File: src/rtl/memory_ram_access_ctrl.sv
// Round-robin sequencer sharing the directory-state / data RAM pair between the local core and the ring.
// Build option: define MEM_ARB_RMW_EN to make op 11 an atomic read-modify-write of the state (else it reads).
module memory_ram_access_ctrl #(
    parameter int ST_W   = 6,
    parameter int DATA_W = 128,
    parameter int ADDR_W = 32
) (
    input  logic              clk,
    input  logic              rst,
    input  logic              loc_req,
    input  logic [1:0]        loc_op,
    input  logic [ADDR_W-1:0] loc_addr,
    input  logic [ST_W-1:0]   loc_state,
    input  logic [DATA_W-1:0] loc_data,
    output logic              loc_gnt,
    output logic              loc_done,
    input  logic              ic_req,
    input  logic [1:0]        ic_op,
    input  logic [ADDR_W-1:0] ic_addr,
    input  logic [ST_W-1:0]   ic_state,
    input  logic [DATA_W-1:0] ic_data,
    output logic              ic_gnt,
    output logic              ic_done,
    output logic [ST_W-1:0]   rsp_state,
    output logic [DATA_W-1:0] rsp_data,
    output logic              state_we_out,
    output logic              state_re_out,
    output logic              data_we_out,
    output logic              data_re_out,
    output logic [ADDR_W-1:0] addr_out,
    output logic [ST_W-1:0]   state_wr,
    output logic [DATA_W-1:0] data_wr,
    input  logic [ST_W-1:0]   ram_state_in,
    input  logic [DATA_W-1:0] ram_data_in
);

    // state | meaning
    // IDLE  | arbitrate, grant winner, latch its request
    // RD    | read strobes to both RAMs
    // CAP   | RAM dout valid, captured into rsp regs
    // WR    | state (and for WR_ALL data) write strobes
    typedef enum logic [1:0] {S_IDLE, S_RD, S_CAP, S_WR} state_e;

    localparam logic [1:0] OP_RD     = 2'b00;
    localparam logic [1:0] OP_WR_ST  = 2'b01;
    localparam logic [1:0] OP_WR_ALL = 2'b10;
    localparam logic [1:0] OP_RMW    = 2'b11;

`ifdef MEM_ARB_RMW_EN
    localparam bit RMW_EN = 1'b1;
`else
    localparam bit RMW_EN = 1'b0;
`endif

    state_e              state_q, state_d;
    logic                ptr_q, ptr_d;      // 1: ic wins a tie
    logic                owner_q, owner_d;  // 1: ic owns the op in flight
    logic [1:0]          op_q, op_d;
    logic [ADDR_W-1:0]   addr_q, addr_d;
    logic [ST_W-1:0]     st_q, st_d;
    logic [DATA_W-1:0]   dt_q, dt_d;
    logic [ST_W-1:0]     rsp_st_q, rsp_st_d;
    logic [DATA_W-1:0]   rsp_dt_q, rsp_dt_d;
    logic                loc_done_q, loc_done_d;
    logic                ic_done_q, ic_done_d;

    logic                win_ic;
    logic [1:0]          sel_op;

    assign win_ic = ic_req & (~loc_req | ptr_q);
    assign sel_op = win_ic ? ic_op : loc_op;

    always_comb begin
        state_d      = state_q;
        ptr_d        = ptr_q;
        owner_d      = owner_q;
        op_d         = op_q;
        addr_d       = addr_q;
        st_d         = st_q;
        dt_d         = dt_q;
        rsp_st_d     = rsp_st_q;
        rsp_dt_d     = rsp_dt_q;
        loc_done_d   = 1'b0;
        ic_done_d    = 1'b0;
        loc_gnt      = 1'b0;
        ic_gnt       = 1'b0;
        state_we_out = 1'b0;
        state_re_out = 1'b0;
        data_we_out  = 1'b0;
        data_re_out  = 1'b0;

        case (state_q)
            S_IDLE: begin
                if (loc_req || ic_req) begin
                    owner_d = win_ic;
                    if (loc_req && ic_req) ptr_d = ~win_ic;
                    op_d    = sel_op;
                    addr_d  = win_ic ? ic_addr  : loc_addr;
                    st_d    = win_ic ? ic_state : loc_state;
                    dt_d    = win_ic ? ic_data  : loc_data;
                    loc_gnt = ~win_ic;
                    ic_gnt  = win_ic;
                    state_d = (sel_op == OP_WR_ST || sel_op == OP_WR_ALL) ? S_WR : S_RD;
                end
            end
            S_RD: begin
                state_re_out = 1'b1;
                data_re_out  = 1'b1;
                state_d      = S_CAP;
            end
            S_CAP: begin
                rsp_st_d = ram_state_in;
                rsp_dt_d = ram_data_in;
                if (RMW_EN && op_q == OP_RMW) begin
                    state_d = S_WR;
                end else begin
                    loc_done_d = ~owner_q;
                    ic_done_d  = owner_q;
                    state_d    = S_IDLE;
                end
            end
            S_WR: begin
                state_we_out = 1'b1;
                data_we_out  = (op_q == OP_WR_ALL);
                loc_done_d   = ~owner_q;
                ic_done_d    = owner_q;
                state_d      = S_IDLE;
            end
            default: state_d = S_IDLE;
        endcase

        // Synchronous reset takes effect at the next edge; suppress grants and strobes meanwhile.
        if (rst) begin
            loc_gnt      = 1'b0;
            ic_gnt       = 1'b0;
            state_we_out = 1'b0;
            state_re_out = 1'b0;
            data_we_out  = 1'b0;
            data_re_out  = 1'b0;
        end
    end

    always_ff @(posedge clk) begin
        if (rst) begin
            state_q    <= S_IDLE;
            ptr_q      <= 1'b1;
            owner_q    <= 1'b0;
            op_q       <= OP_RD;
            addr_q     <= '0;
            st_q       <= '0;
            dt_q       <= '0;
            rsp_st_q   <= '0;
            rsp_dt_q   <= '0;
            loc_done_q <= 1'b0;
            ic_done_q  <= 1'b0;
        end else begin
            state_q    <= state_d;
            ptr_q      <= ptr_d;
            owner_q    <= owner_d;
            op_q       <= op_d;
            addr_q     <= addr_d;
            st_q       <= st_d;
            dt_q       <= dt_d;
            rsp_st_q   <= rsp_st_d;
            rsp_dt_q   <= rsp_dt_d;
            loc_done_q <= loc_done_d;
            ic_done_q  <= ic_done_d;
        end
    end

    assign loc_done  = loc_done_q;
    assign ic_done   = ic_done_q;
    assign rsp_state = rsp_st_q;
    assign rsp_data  = rsp_dt_q;
    assign addr_out  = addr_q;
    assign state_wr  = st_q;
    assign data_wr   = dt_q;

endmodule

File: config.mk
export PLATFORM = sky130hd
export DESIGN_NAME = memory_ram_access_ctrl
export DESIGN_NICKNAME = d
export VERILOG_FILES = /design/src/rtl/memory_ram_access_ctrl.sv
export SDC_FILE = /design/constraint.sdc
export NUM_CORES = 1
export LEC_CHECK = 0
export ABC_AREA = 1
export CELL_PAD_IN_SITES_DETAIL_PLACEMENT = 0
export CELL_PAD_IN_SITES_GLOBAL_PLACEMENT = 2
export CORE_AREA = 4 4 301 303
export DETAILED_ROUTE_END_ITERATION = 6
export DIE_AREA = 0 0 305 307
export PLACE_DENSITY = 0.63
export SLEW_MARGIN = 15
export SYNTH_ARGS = -nofsm -noshare
export SYNTH_HDL_FRONTEND = slang
export SYNTH_SLANG_ARGS = --single-unit
File: constraint.sdc
create_clock -name clk -period 1.6 [get_ports clk]
set_input_delay 0.32 -clock clk [delete_from_list [all_inputs] [get_ports clk]]
set_output_delay 0.32 -clock clk [all_outputs]
set_load 0.02 [all_outputs]
==> results.json <==
{
  "cts_buffers": 42,
  "start_kind": "input pin",
  "path_class": "in2out",
  "tightest_slew_ns": 0.398,
  "wl_um": 74100,
  "whs_path_depth": 3,
  "fin_crit_sh_pct": 121,
  "p_int_w": 0.0177,
  "rsz0062_at_grt": "true",
  "yosys_warnings": 0,
  "viasPerCell": 3.88,
  "wire_per_inst_um": 18.8,
  "die_w_um": 305,
  "n_fill_cell": 9668,
  "crit_fanout": 3,
  "htreeDepth": 2,
  "reg2regPathDepth": 10,
  "setup_slack_ns": -0.330,
  "pwr_density_cell_nw_per_um2": 1090,
  "max_cap_viol_count": 0,
  "fp.dieH_um": 307,
  "final_core_util_pct": 27.6,
  "violations": "setup timing",
  "fp.coreArea_sq_um": 88000,
  "ys_ff_latch": 308,
  "hold_buffers": 0,
  "synth_cells": 1915,
  "end_kind": "primary output",
  "start_util_pct": 14.9,
  "pwr-share-clk_pct": 34.0,
  "rrSetupSlack_ns": -0.03,
  "ys_types": 24,
  "firstDrtPassIters": 6,
  "power_leakage_nw": 10.9,
  "p_seq_share_pct": 34.7,
  "crit_family": "buffers and inverters",
  "vias": 15247,
  "place_congestion": 0.802,
  "slowest_delay_ns": 0.66,
  "yosysSeqAreaShare_pct": 46.9,
  "arrival_ns": 1.61,
  "grt_max_degree": 73,
  "clk_pin_slew_ns": 0.06,
  "fin_tns_setup_ns": -1.53,
  "hold_violations": 0,
  "area_growth_pct": 84.6,
  "cts_tree": "built",
  "min_to": "data_wr[59]$_SDFFE_PP0P_",
  "drc": 0,
  "grt_overflow": 0,
  "syn_area_sq_um": 13100,
  "peakVddDrop_uv": 619,
  "worstPathCellList": "clkdlybuf4s50_1 -> nor2_2 -> nor2_4 -> nand2_2 -> nor2_4 -> buf_6 -> buf_6",
  "worstHoldPathType": "in2reg",
  "layout_common_cells": "nand2_1 (627), clkdlybuf4s50_1 (472), dfxtp_1 (302)",
  "dp_hpwl_um": 57300,
  "r2r-end": "addr_out[28]$_SDFFE_PP0P_",
  "fin_crit_ns": 1.93,
  "drive_above_1_share_pct": 15.8,
  "port_buffers": 781,
  "syn_avg_cell_area_sq_um": 6.86,
  "dieArea_sq_um": 93600,
  "required_ns": 1.28,
  "drtAntennaViolNets": 0,
  "final_common_cell": "nand2_1",
  "finClkSkew_ns": 0.0168,
  "outcome": "complete, but fails checks",
  "p_sw_share_pct": 33.4,
  "cp_slowest_cell": "clkdlybuf4s50_1",
  "p_sw_w": 0.00884,
  "slew_headroom_pct": 73.5,
  "fmax_ghz": 0.518,
  "clock_sinks": 308,
  "grt_pass1_vias": 15868,
  "critPathBufInv": 3,
  "ios": 782,
  "grt_pass1_wl_um": 106000,
  "nets": 3198,
  "timing.rr.start": "state_q[1]$_SDFFE_PP0P_",
  "hold_start": "ic_data[59]",
  "setup_viol": 10,
  "clock_tree.root_cell": "clkbuf_16",
  "seq_area_sq_um": 6170,
  "power_frac_comb_pct": 31.3,
  "antenna_found_initial": 29,
  "insertion_delay_ns": 0.57,
  "rows": 109,
  "slew_viol_final": 0,
  "grt_usage_pct": 14.9,
  "synth_nets": 2389,
  "multi_input_area_sq_um": 5710,
  "cts.path.max_buffers": 3,
  "drt-initial-drc-count": 689
}
[worst max-delay path by stage]
stage,start,to,slack [ns],cells after the start
after floorplan,rst,data_we_out,0.008,5
after global placement,ic_req,loc_gnt,-0.58,7
after detailed placement,ic_req,loc_gnt,-0.59,7
after CTS,state_q[0]$_SDFFE_PP0P_,loc_gnt,-0.50,7
after global routing,state_q[1]$_SDFFE_PP0P_,loc_gnt,-0.42,7
final,ic_req,loc_gnt,-0.33,7
[synthesized netlist by cell type (all sizes together)]
library cell  count  area (sq um)
a21oi            30           176
buf              85           582
clkbuf           47           176
dfxtp           308          6170
inv             149           559
nand2           632          2400
nand3           241          1260
nand3b            1          7.51
nor2            283          1110
nor4              1          6.26
o21ai           138           702
[metrics by stage]
| step | instance area [sq um] | cells | hold WS [ns] | power [W] | setup slack [ns] |
|---|---|---|---|---|---|
| 6_report | 24300 | 3934 | 0.297 | 0.0265 | -0.330 |
| 5_1_grt | 24200 | 3926 | 0.273 | 0.0281 | -0.416 |
| 4_1_cts | 24300 | 3913 | 0.247 | 0.0272 | -0.496 |
| 3_5_place_dp | 22800 | 3832 | 0.457 | 0.0181 | -0.589 |
| 3_3_place_gp | 22800 | 3832 | 0.454 | 0.0181 | -0.578 |
| 2_1_floorplan | 13100 | 1915 | 0.413 | 0.0132 | 0.00771 |
[power by group through the flow]
stage / clock network [W] / registers, W / logic, W
3_3_place_gp: 0 / 0.00932 / 0.00874
5_1_grt: 0.00975 / 0.00931 / 0.00904
4_1_cts: 0.00948 / 0.00921 / 0.00847
3_5_place_dp: 0 / 0.00935 / 0.00875
6_report: 0.00900 / 0.00919 / 0.00830
2_1_floorplan: 0 / 0.0105 / 0.00277
[metal layers]
layer / vias to the layer above / track usage (%) / wire length (um)
met5: - / 0 / 174
met4: 24 / 4.79 / 2390
met3: 128 / 6.18 / 6800
met2: 559 / 27.7 / 38000
met1: 6939 / 15.1 / 26800
li1: 7597 / - / -
[repair_timing]
action	in CTS	in global routing
pin swaps	7	5
setup endpoints to repair	304	165
resized for setup	774	75
setup buffers	5	7
endpoints found under the hold margin	0	0
cloned	1	2
[cell families (layout without fill, tap and decap cells)]
kind of cell,after synthesis,count (layout),synth area share (%)
AO/OA/AOI/OAI,168,168,6.69
other,0,14,0
buffers and inverters,281,1121,10.0
flip-flops,308,308,46.9
AND/OR/NAND/NOR,1158,1158,36.3
[worst min-delay path: stages]
cell and delay [ns]:
clkdlybuf4s50_1 0.39, nand2_1 0.06, nand2_1 0.05
[state kept, by name (all words and copies together) (netlist names)]
name       flops
addr_out      32
data_wr      128
ic_done        1
loc_done       1
op_q           2
owner_q        1
ptr_q          1
rsp_data     128
rsp_state      6
state_q        2
state_wr       6
[cell type report]
class	instances	area share, %
diodes	14	0.144
clock buffers	69	5.12
clock inverters	6	0.201
inverters	149	2.35
multi-input cells	1326	23.5
flip-flops and latches	308	25.5
well taps	1165	6.01
repair buffers	897	37.2
No activity file was read; power rests on OpenSTA's default activity.
